**config.mk**
```make
export PLATFORM = sky130hd
export DESIGN_NAME = wb_commit_unit_flat
export DESIGN_NICKNAME = d
export VERILOG_FILES = /design/src/rtl/wb_commit_if.sv /design/src/rtl/wb_commit_unit.sv /design/src/flat_wrapper.sv
export SDC_FILE = /design/constraint.sdc
export NUM_CORES = 1
export LEC_CHECK = 0
export BUFFER_PORTS_ARGS = -buffer_cell sky130_fd_sc_hd__buf_2
export CORE_MARGIN = 8
export CORE_UTILIZATION = 39
export DETAILED_ROUTE_END_ITERATION = 8
export HOLD_SLACK_MARGIN = 0.05
export PLACE_DENSITY = 0.77
export SKIP_CTS_REPAIR_TIMING = 1
export SLEW_MARGIN = 20
export SYNTH_ARGS = -nofsm -noshare
export SYNTH_HDL_FRONTEND = slang
export SYNTH_SLANG_ARGS = --single-unit
```
**constraint.sdc**
```tcl
create_clock -name clk -period 7 [get_ports clk]
set_input_delay 0.7 -clock clk [delete_from_list [all_inputs] [get_ports clk]]
set_output_delay 0.7 -clock clk [all_outputs]
set_load 0.005 [all_outputs]
```
**src/rtl/wb_commit_if.sv**
```systemverilog
// Memory-stage to write-back/commit handshake bundle: instruction and beat
// inputs plus the registered register-file write port and retire status.
interface wb_commit_if #(
  parameter int DATA_W = 16,
  parameter int AW     = 3,
  parameter int CNT_W  = 16
);
  localparam int NREG = 2**AW;

  logic              in_valid;
  logic              in_ready;
  logic [1:0]        in_op;
  logic [AW-1:0]     in_dest;
  logic [DATA_W-1:0] in_data;
  logic [NREG-1:0]   in_mask;
  logic              beat_valid;
  logic [DATA_W-1:0] beat_data;
  logic              beat_ready;
  logic              rf_we;
  logic [AW-1:0]     rf_addr;
  logic [DATA_W-1:0] rf_wdata;
  logic              pc_redirect;
  logic              retire;
  logic [CNT_W-1:0]  retire_count;
  logic              busy;

  modport master (
    output in_valid, in_op, in_dest, in_data, in_mask, beat_valid, beat_data,
    input  in_ready, beat_ready, rf_we, rf_addr, rf_wdata, pc_redirect,
           retire, retire_count, busy
  );

  modport slave (
    input  in_valid, in_op, in_dest, in_data, in_mask, beat_valid, beat_data,
    output in_ready, beat_ready, rf_we, rf_addr, rf_wdata, pc_redirect,
           retire, retire_count, busy
  );
endinterface

```
**src/rtl/wb_commit_unit.sv**
```systemverilog
// Write-back/commit stage: single writes, load-multiple bursts in ascending
// register order, PC-write redirect flag and a wrapping retire counter.
//
// state   | meaning
// IDLE    | accepting one instruction per cycle
// MULTI   | load-multiple in flight, one register written per beat
module wb_commit_unit #(
  parameter int DATA_W = 16,
  parameter int AW     = 3,
  parameter int CNT_W  = 16
) (
  input logic      clk,
  input logic      resetn,
  wb_commit_if.slave bus
);
  localparam int NREG = 2**AW;

  typedef enum logic {S_IDLE, S_MULTI} state_t;

  state_t            state_q, state_d;
  logic [NREG-1:0]   pend_q, pend_d;
  logic              we_q, we_d;
  logic [AW-1:0]     addr_q, addr_d;
  logic [DATA_W-1:0] wdata_q, wdata_d;
  logic              retire_q, retire_d;
  logic [CNT_W-1:0]  count_q;
  logic [AW-1:0]     low_idx;
  logic              last_bit;

  always_comb begin
    low_idx = '0;
    for (int i = NREG-1; i >= 0; i--) begin
      if (pend_q[i]) low_idx = AW'(i);
    end
  end

  // only one bit left means this beat completes the burst
  assign last_bit = ((pend_q & (pend_q - NREG'(1))) == '0);

  always_comb begin
    state_d  = state_q;
    pend_d   = pend_q;
    we_d     = 1'b0;
    addr_d   = addr_q;
    wdata_d  = wdata_q;
    retire_d = 1'b0;
    unique case (state_q)
      S_IDLE: begin
        if (bus.in_valid) begin
          unique case (bus.in_op)
            2'b01: begin
              we_d     = 1'b1;
              addr_d   = bus.in_dest;
              wdata_d  = bus.in_data;
              retire_d = 1'b1;
            end
            2'b10: begin
              if (bus.in_mask != '0) begin
                pend_d  = bus.in_mask;
                state_d = S_MULTI;
              end else begin
                retire_d = 1'b1;
              end
            end
            default: ;
          endcase
        end
      end
      S_MULTI: begin
        if (bus.beat_valid) begin
          we_d    = 1'b1;
          addr_d  = low_idx;
          wdata_d = bus.beat_data;
          pend_d  = pend_q & ~(NREG'(1) << low_idx);
          if (last_bit) begin
            state_d  = S_IDLE;
            retire_d = 1'b1;
          end
        end
      end
      default: state_d = S_IDLE;
    endcase
  end

  always_ff @(posedge clk) begin
    if (!resetn) begin
      state_q  <= S_IDLE;
      pend_q   <= '0;
      we_q     <= 1'b0;
      addr_q   <= '0;
      wdata_q  <= '0;
      retire_q <= 1'b0;
      count_q  <= '0;
    end else begin
      state_q  <= state_d;
      pend_q   <= pend_d;
      we_q     <= we_d;
      addr_q   <= addr_d;
      wdata_q  <= wdata_d;
      retire_q <= retire_d;
      count_q  <= count_q + CNT_W'(retire_d);
    end
  end

  assign bus.in_ready     = (state_q == S_IDLE);
  assign bus.beat_ready   = (state_q == S_MULTI);
  assign bus.busy         = (state_q == S_MULTI);
  assign bus.rf_we        = we_q;
  assign bus.rf_addr      = addr_q;
  assign bus.rf_wdata     = wdata_q;
  assign bus.retire       = retire_q;
  assign bus.retire_count = count_q;
  assign bus.pc_redirect  = we_q && (addr_q == AW'(NREG-1));
endmodule

```
**src/flat_wrapper.sv**
```systemverilog
// flat-port wrapper written by rule: the top's interface ports become plain ports
module wb_commit_unit_flat 
#(
  parameter int DATA_W = 16,
  parameter int AW     = 3,
  parameter int CNT_W  = 16
)
  (clk, resetn, bus_in_valid, bus_in_op, bus_in_dest, bus_in_data, bus_in_mask, bus_beat_valid, bus_beat_data, bus_in_ready, bus_beat_ready, bus_rf_we, bus_rf_addr, bus_rf_wdata, bus_pc_redirect, bus_retire, bus_retire_count, bus_busy);
  wb_commit_if #(.DATA_W(DATA_W), .AW(AW), .CNT_W(CNT_W)) bus_i ();
  input logic clk;
  input logic resetn;
  input wire logic [$bits(bus_i.in_valid)-1:0] bus_in_valid;
  input wire logic [$bits(bus_i.in_op)-1:0] bus_in_op;
  input wire logic [$bits(bus_i.in_dest)-1:0] bus_in_dest;
  input wire logic [$bits(bus_i.in_data)-1:0] bus_in_data;
  input wire logic [$bits(bus_i.in_mask)-1:0] bus_in_mask;
  input wire logic [$bits(bus_i.beat_valid)-1:0] bus_beat_valid;
  input wire logic [$bits(bus_i.beat_data)-1:0] bus_beat_data;
  output wire logic [$bits(bus_i.in_ready)-1:0] bus_in_ready;
  output wire logic [$bits(bus_i.beat_ready)-1:0] bus_beat_ready;
  output wire logic [$bits(bus_i.rf_we)-1:0] bus_rf_we;
  output wire logic [$bits(bus_i.rf_addr)-1:0] bus_rf_addr;
  output wire logic [$bits(bus_i.rf_wdata)-1:0] bus_rf_wdata;
  output wire logic [$bits(bus_i.pc_redirect)-1:0] bus_pc_redirect;
  output wire logic [$bits(bus_i.retire)-1:0] bus_retire;
  output wire logic [$bits(bus_i.retire_count)-1:0] bus_retire_count;
  output wire logic [$bits(bus_i.busy)-1:0] bus_busy;
  assign bus_i.in_valid = bus_in_valid;
  assign bus_i.in_op = bus_in_op;
  assign bus_i.in_dest = bus_in_dest;
  assign bus_i.in_data = bus_in_data;
  assign bus_i.in_mask = bus_in_mask;
  assign bus_i.beat_valid = bus_beat_valid;
  assign bus_i.beat_data = bus_beat_data;
  assign bus_in_ready = bus_i.in_ready;
  assign bus_beat_ready = bus_i.beat_ready;
  assign bus_rf_we = bus_i.rf_we;
  assign bus_rf_addr = bus_i.rf_addr;
  assign bus_rf_wdata = bus_i.rf_wdata;
  assign bus_pc_redirect = bus_i.pc_redirect;
  assign bus_retire = bus_i.retire;
  assign bus_retire_count = bus_i.retire_count;
  assign bus_busy = bus_i.busy;
  wb_commit_unit #(.DATA_W(DATA_W), .AW(AW), .CNT_W(CNT_W)) u_core (.clk(clk), .resetn(resetn), .bus(bus_i));
endmodule
```
==> Word level (Yosys, flattened, before mapping) <==
Cells that the tools add are included.
{ "totals": {"regBits": 46, "in_bits": 49, "out_inout_bits": 41, "elab_cells": 64} }
{ "op_classes": {"add_sub_neg": 2, "eq_ne": 8, "shift": 1, "muxes": 37, "bitwise": 4, "n_reduce_logical": 5} }
{ "ops": {"columns": ["cell", "count"], "rows": [
  ["16-bit 2-to-1 mux", 3],
  ["3-bit 2-to-1 mux", 11],
  ["8-bit 2-to-1 mux", 4],
  ["16-bit one-hot mux with 2 select lines", 1],
  ["16-bit by 1-bit adder with 16-bit output", 1],
  ["8-bit bitwise AND", 2],
  ["8-bit one-hot mux with 2 select lines", 1],
  ["1-bit 2-to-1 mux", 12],
  ["8-bit logical NOT", 1],
  ["8-bit NOT", 1],
  ["1-bit one-hot mux with 2 select lines", 4],
  ["8-bit nonzero test", 1],
  ["1-bit by 3-bit left shift with 8-bit output, first input constant", 1],
  ["8-bit by 1-bit subtractor with 8-bit output, second input constant", 1],
  ["2-bit by 1-bit inequality test with 1-bit output, second input constant", 3],
  ["3-bit one-hot mux with 2 select lines", 1],
  ["2-bit inequality test, second input constant", 2],
  ["4-bit AND reduction", 1],
  ["3-bit == test, second input constant", 1],
  ["3-bit AND reduction", 1],
  ["2-bit by 1-bit == test with 1-bit output, second input constant", 1],
  ["2-bit == test, second input constant", 1],
  ["1-bit logical AND", 1],
  ["1-bit NOT", 1]
]} }

==> Logic depth before layout (Yosys ltp) <==
{ "depth": {"word_depth": 13, "ltp_mapped": 11, "mapped_depth_nobuf": 11} }

==> Worst setup path after synthesis <==
No wires, ideal clock.
{ "synth_timing": {"path_type": "input to register", "start": "in bus_in_mask[7]", "end": "reg u_core.count_q[15] (netlist: u_core.bus.retire_count[15])", "setup_ps": 70, "arrival_ps": 2550, "t_required_ps": 6930, "path_slack_ps": 4380, "stages": 10, "path_buffers": 0, "path_cell_list": "nor4_1 > a31oi_1 > nor3b_1 > mux2_2 > ha_1 > and2_1 > and2_2 > nand3_1 > or3_1 > a21boi_1"} }
{ "synth_via": {"elab_chain_cells": 6} }
{ "synth_rtl": {"columns": ["element", "line", "text"], "rows": [
  ["from (decl)", "flat_wrapper.sv:16", "input wire logic [$bits(bus_i.in_mask)-1:0] bus_in_mask;"],
  ["8-bit nonzero test", "wb_commit_unit.sv:58", "if (bus.in_mask != '0) begin"],
  ["1-bit 2-to-1 mux", "wb_commit_unit.sv:58", null],
  ["1-bit one-hot mux with 2 select lines", "wb_commit_unit.sv:50", "unique case (bus.in_op)"],
  ["1-bit 2-to-1 mux", "wb_commit_unit.sv:49", "if (bus.in_valid) begin"],
  ["1-bit one-hot mux with 2 select lines", "wb_commit_unit.sv:47", "unique case (state_q)"],
  ["via u_core.retire_d", "wb_commit_unit.sv:25", "logic retire_q, retire_d;"],
  ["16-bit by 1-bit adder with 16-bit output", "wb_commit_unit.sv:101", "count_q <= count_q + CNT_W'(retire_d);"],
  ["to (signal assigned)", "wb_commit_unit.sv:101", null],
  ["to (decl)", "wb_commit_unit.sv:26", "logic [CNT_W-1:0] count_q;"]
]} }
The timed path passes the listed nets, and every way through them passes these cells.
A chain may end at the register's enable or synchronous reset.

==> Worst setup path after layout <==
{ "layout_timing": {"start": "in bus_in_mask[3]", "end": "reg u_core.count_q[13] (netlist: u_core.bus.retire_count[13])"} }
Same word-level chain as after synthesis.

==> key figures <==
Outcome
  – Outcome: finished, final reports clean

Synth
  – Net Count, Synth: 311
  – Yosys reg bits: 46
  – Number of flops mapped to enable cells by yosys: 0
  – Synth Area in Simple Gates: 0.201
  – Mean Syn Cell Area: about 9.1 µm²
  – Register area share after synthesis: 0.395
  – Mapped Cells: around 260
  – Largest family of logic cells by synthesized area: simple AND/OR/NAND/NOR gates
  – Post-synthesis mux area share: 0.0777
  – Synth Area in Compound Gates: 0.198
  – Post-synth top area share: 0.395
  – XOR/XNOR share of the synthesized area: 0.0413
  – Post-synth top cells: dfxtp_1, nand2_1, mux2i_1, o211a_1, and2_1
  – FFs w/ async S/R, synth: 0
  – Main area contributors after synthesis: dfxtp_1, mux2i_1, o211a_1, nand2_1, and2_1
  – Dominant cell by count in the synthesized netlist: dfxtp_1
  – Main synth FF type: dfxtp_1
  – Post-Synth Adder-Cell Area: 0.0268
  – Syn Std Cell Area: about 2300 µm²
  – Synth warn: 0
  – Yosys cell types: between 40 and 50
  – Area leader, netlist: dfxtp_1

Global routing
  – Vias in the first global route: roughly 2100
  – Busiest grt layer: met2
  – Initial antenna violation count: 0
  – Met2 Usage GRT: 0.244
  – Wire length of the first global-routing pass: 9.50 mm
  – Total gr overflow: 0
  – GRT met3 Usage: 0.0377
  – Grt met1 use: 0.136
  – Aggregate global-route resource usage: 0.133
  – Largest net degree at the start of global routing: 53

STA
  – Unrepaired setup endpoints after global routing: no
  – Setup TNS: 0 ns
  – Final period util: 0.404
  – Worst slew margin: 0.451
  – Fin Clk Skew: approximately 0.0046 ns
  – Setup-failing EPs final: 0
  – Peak Freq: 353 MHz
  – Final hold vios: 0
  – Hold slack: between 0.4 and 0.5 ns
  – Worst Tran Pin Value: around 0.82 ns
  – Min Tclk post-route: 2.83 ns
  – Final Max Tran Viols: 0

Layout
  – Antenna cells: 0
  – Layout fillers: 561
  – Design area: about 2900 µm²
  – Share of cells above drive strength 1: 0.310
  – Layout area overhead: 23.2%
  – Layout Nets: slightly below 400
  – End-of-flow core utilization: 0.491

Critical path
  – Crit path capture type: flop
  – Worst r2r src: u_core.pend_q[0]$_SDFFE_PN0P_
  – WP data required: just over 7 ns
  – Max FO, Critical Path: 5
  – Internal reg-to-reg setup slack: ~4.3 ns
  – Startpoint Class: input pin
  – Path depth of the worst reg2reg path: 10
  – Worst reg2reg endpoint: u_core.bus.retire_count[13]$_SDFF_PN0_
  – CP arrival: around 3 ns
  – Setup Crit Path Kind: in2reg

Power and ir drop
  – Power density cells: about 190 nW/µm²
  – Tot Pwr: 552 µW
  – Lkg Pwr: roughly 1.4 nW
  – VDD IR max: between 0.1 and 0.15 mV

Clocking
  – Clock sinks: 46
  – CTS HTree Levels: 2
  – CTS root buf: clkbuf_8
  – CTS clock-pin slew for the worst setup and hold paths: ~0.09 ns
  – Clk buf depth: 2
  – Later-pin clock latency in the skew report: approximately 0.29 ns
  – CTS tree: yes
  – TritonCTS buffer count: 5

Placed design
  – Placed wire-length estimate: roughly 4.6 mm
  – Post-DP Area: 2760 µm²
  – PortBufs: 89
  – Placer Congestion: between 0.8 and 0.9

Routing
  – DR pass1 iterations: 4
  – Antenna-violating nets left: 0
  – Initial drt markers: 70
  – Residual DRC count: 0
  – Drt wl/cell: roughly 15 µm
  – Vias per cell: between 5 and 6
  – Drt total wl: slightly above 6 mm
  – Routed vias: approximately 2200

Floorplan
  – Die H: slightly above 90 µm
  – Die area: just under 9000 µm²
  – Starting density of the core: 0.399
  – Die width: 93.4 µm
  – # IOs: 90
  – Core box area: around 5900 µm²
  – Site Rows: 28

Worst hold path
  – Hold Startpoint: u_core.bus.retire_count[15]$_SDFF_PN0_
  – Hold Crit Endpoint: u_core.bus.retire_count[15]$_SDFF_PN0_
  – WHS Path Cells: 2
  – Worst min path class: reg2reg

Job
  – Max-cap viol count: 0
## metal layers
| metal | vias up | wire length (µm) |
|---|---|---|
| met4 | 0 | 116 |
| met3 | 10 | 346 |
| li1 | 1074 | - |
| met2 | 66 | 3220 |
| met1 | 1000 | 2390 |
| met5 | - | 0 |
## area by class of cell
type                            instances  area, µm²  share of cell area
Clock inverter                          1       30.0              0.0104
Timing Repair Buffer                   90        453               0.158
Sequential cell                        46        921               0.320
Tap cell                               75       93.8              0.0327
Inverter                                6       22.5             0.00784
Multi-Input combinational cell        187       1270               0.442
Clock buffer                            6       82.6              0.0287
## stage by stage
stage	setup WS, ns	cells
finish	4.17	411
global route	3.99	411
CTS	4.19	411
detailed placement	3.89	404
global placement	4.02	404
floorplan	4.38	257
## power by group
part | leakage, nW | switching, mW | total (mW) | internal [mW]
registers | 0.374 | 0.00735 | 0.279 | 0.272
logic | 1.00 | 0.0352 | 0.0699 | 0.0347
clock network | 0.0573 | 0.0884 | 0.203 | 0.114
## cells by family (layout without fill, tap and decap cells)
| group | Yosys count | in the layout |
|---|---|---|
| xor gates and xnor gates | 11 | 11 |
| and+or+nand+nor | 90 | 90 |
| muxes | 18 | 18 |
| DFF | 46 | 46 |
| adders and majority gates | 5 | 5 |
| buffers and inverters | 24 | 103 |
| AOI/OAI and AO/OA | 63 | 63 |
## cell usage in the layout (no fill, tap or decap), types with 2 or more instances in the layout
cell type	count
nand2_1	27
a21boi_0	4
and2_1	16
a21oi_1	10
ha_1	5
and4_1	3
clkbuf_8	6
inv_1	5
nor3_1	2
o211ai_1	2
dfxtp_1	46
o21ai_1	2
mux2i_1	17
xnor2_1	10
nor4_1	2
o21ai_0	11
or3_1	3
a21boi_1	2
nand3_1	15
and2_2	2
a31oi_1	4
o211a_1	17
nor2_1	9
nor2b_1	2
nand4_1	4
buf_2	89
## sequential cells by signal (all words and copies together), names as in the netlist
name,flops
u_core.bus.retire,1
u_core.pend_q,8
u_core.bus.rf_addr,3
u_core.bus.beat_ready,1
u_core.bus.rf_we,1
u_core.bus.retire_count,16
u_core.bus.rf_wdata,16
## critical path: stages
cell      delay, ns
buf_2          0.11
nor4_1         0.46
a31oi_1        0.15
nor3b_1        0.17
mux2_2         0.19
ha_1           0.19
and2_1         0.18
and2_2         0.18
nand3_1        0.16
or3_1          0.33
a21boi_0       0.21
## how the worst max path moves through the flow
stage | startpoint | end
after floorplan | bus_in_mask[7] | u_core.bus.retire_count[15]$_SDFF_PN0_
after global placement | bus_in_mask[3] | u_core.bus.retire_count[15]$_SDFF_PN0_
after CTS | bus_in_mask[3] | u_core.bus.retire_count[13]$_SDFF_PN0_
final | bus_in_mask[3] | u_core.bus.retire_count[13]$_SDFF_PN0_
after global routing | bus_in_mask[3] | u_core.bus.retire_count[13]$_SDFF_PN0_
after detailed placement | bus_in_mask[3] | u_core.bus.retire_count[13]$_SDFF_PN0_
Note: power is estimated with default switching activity, not from simulation.
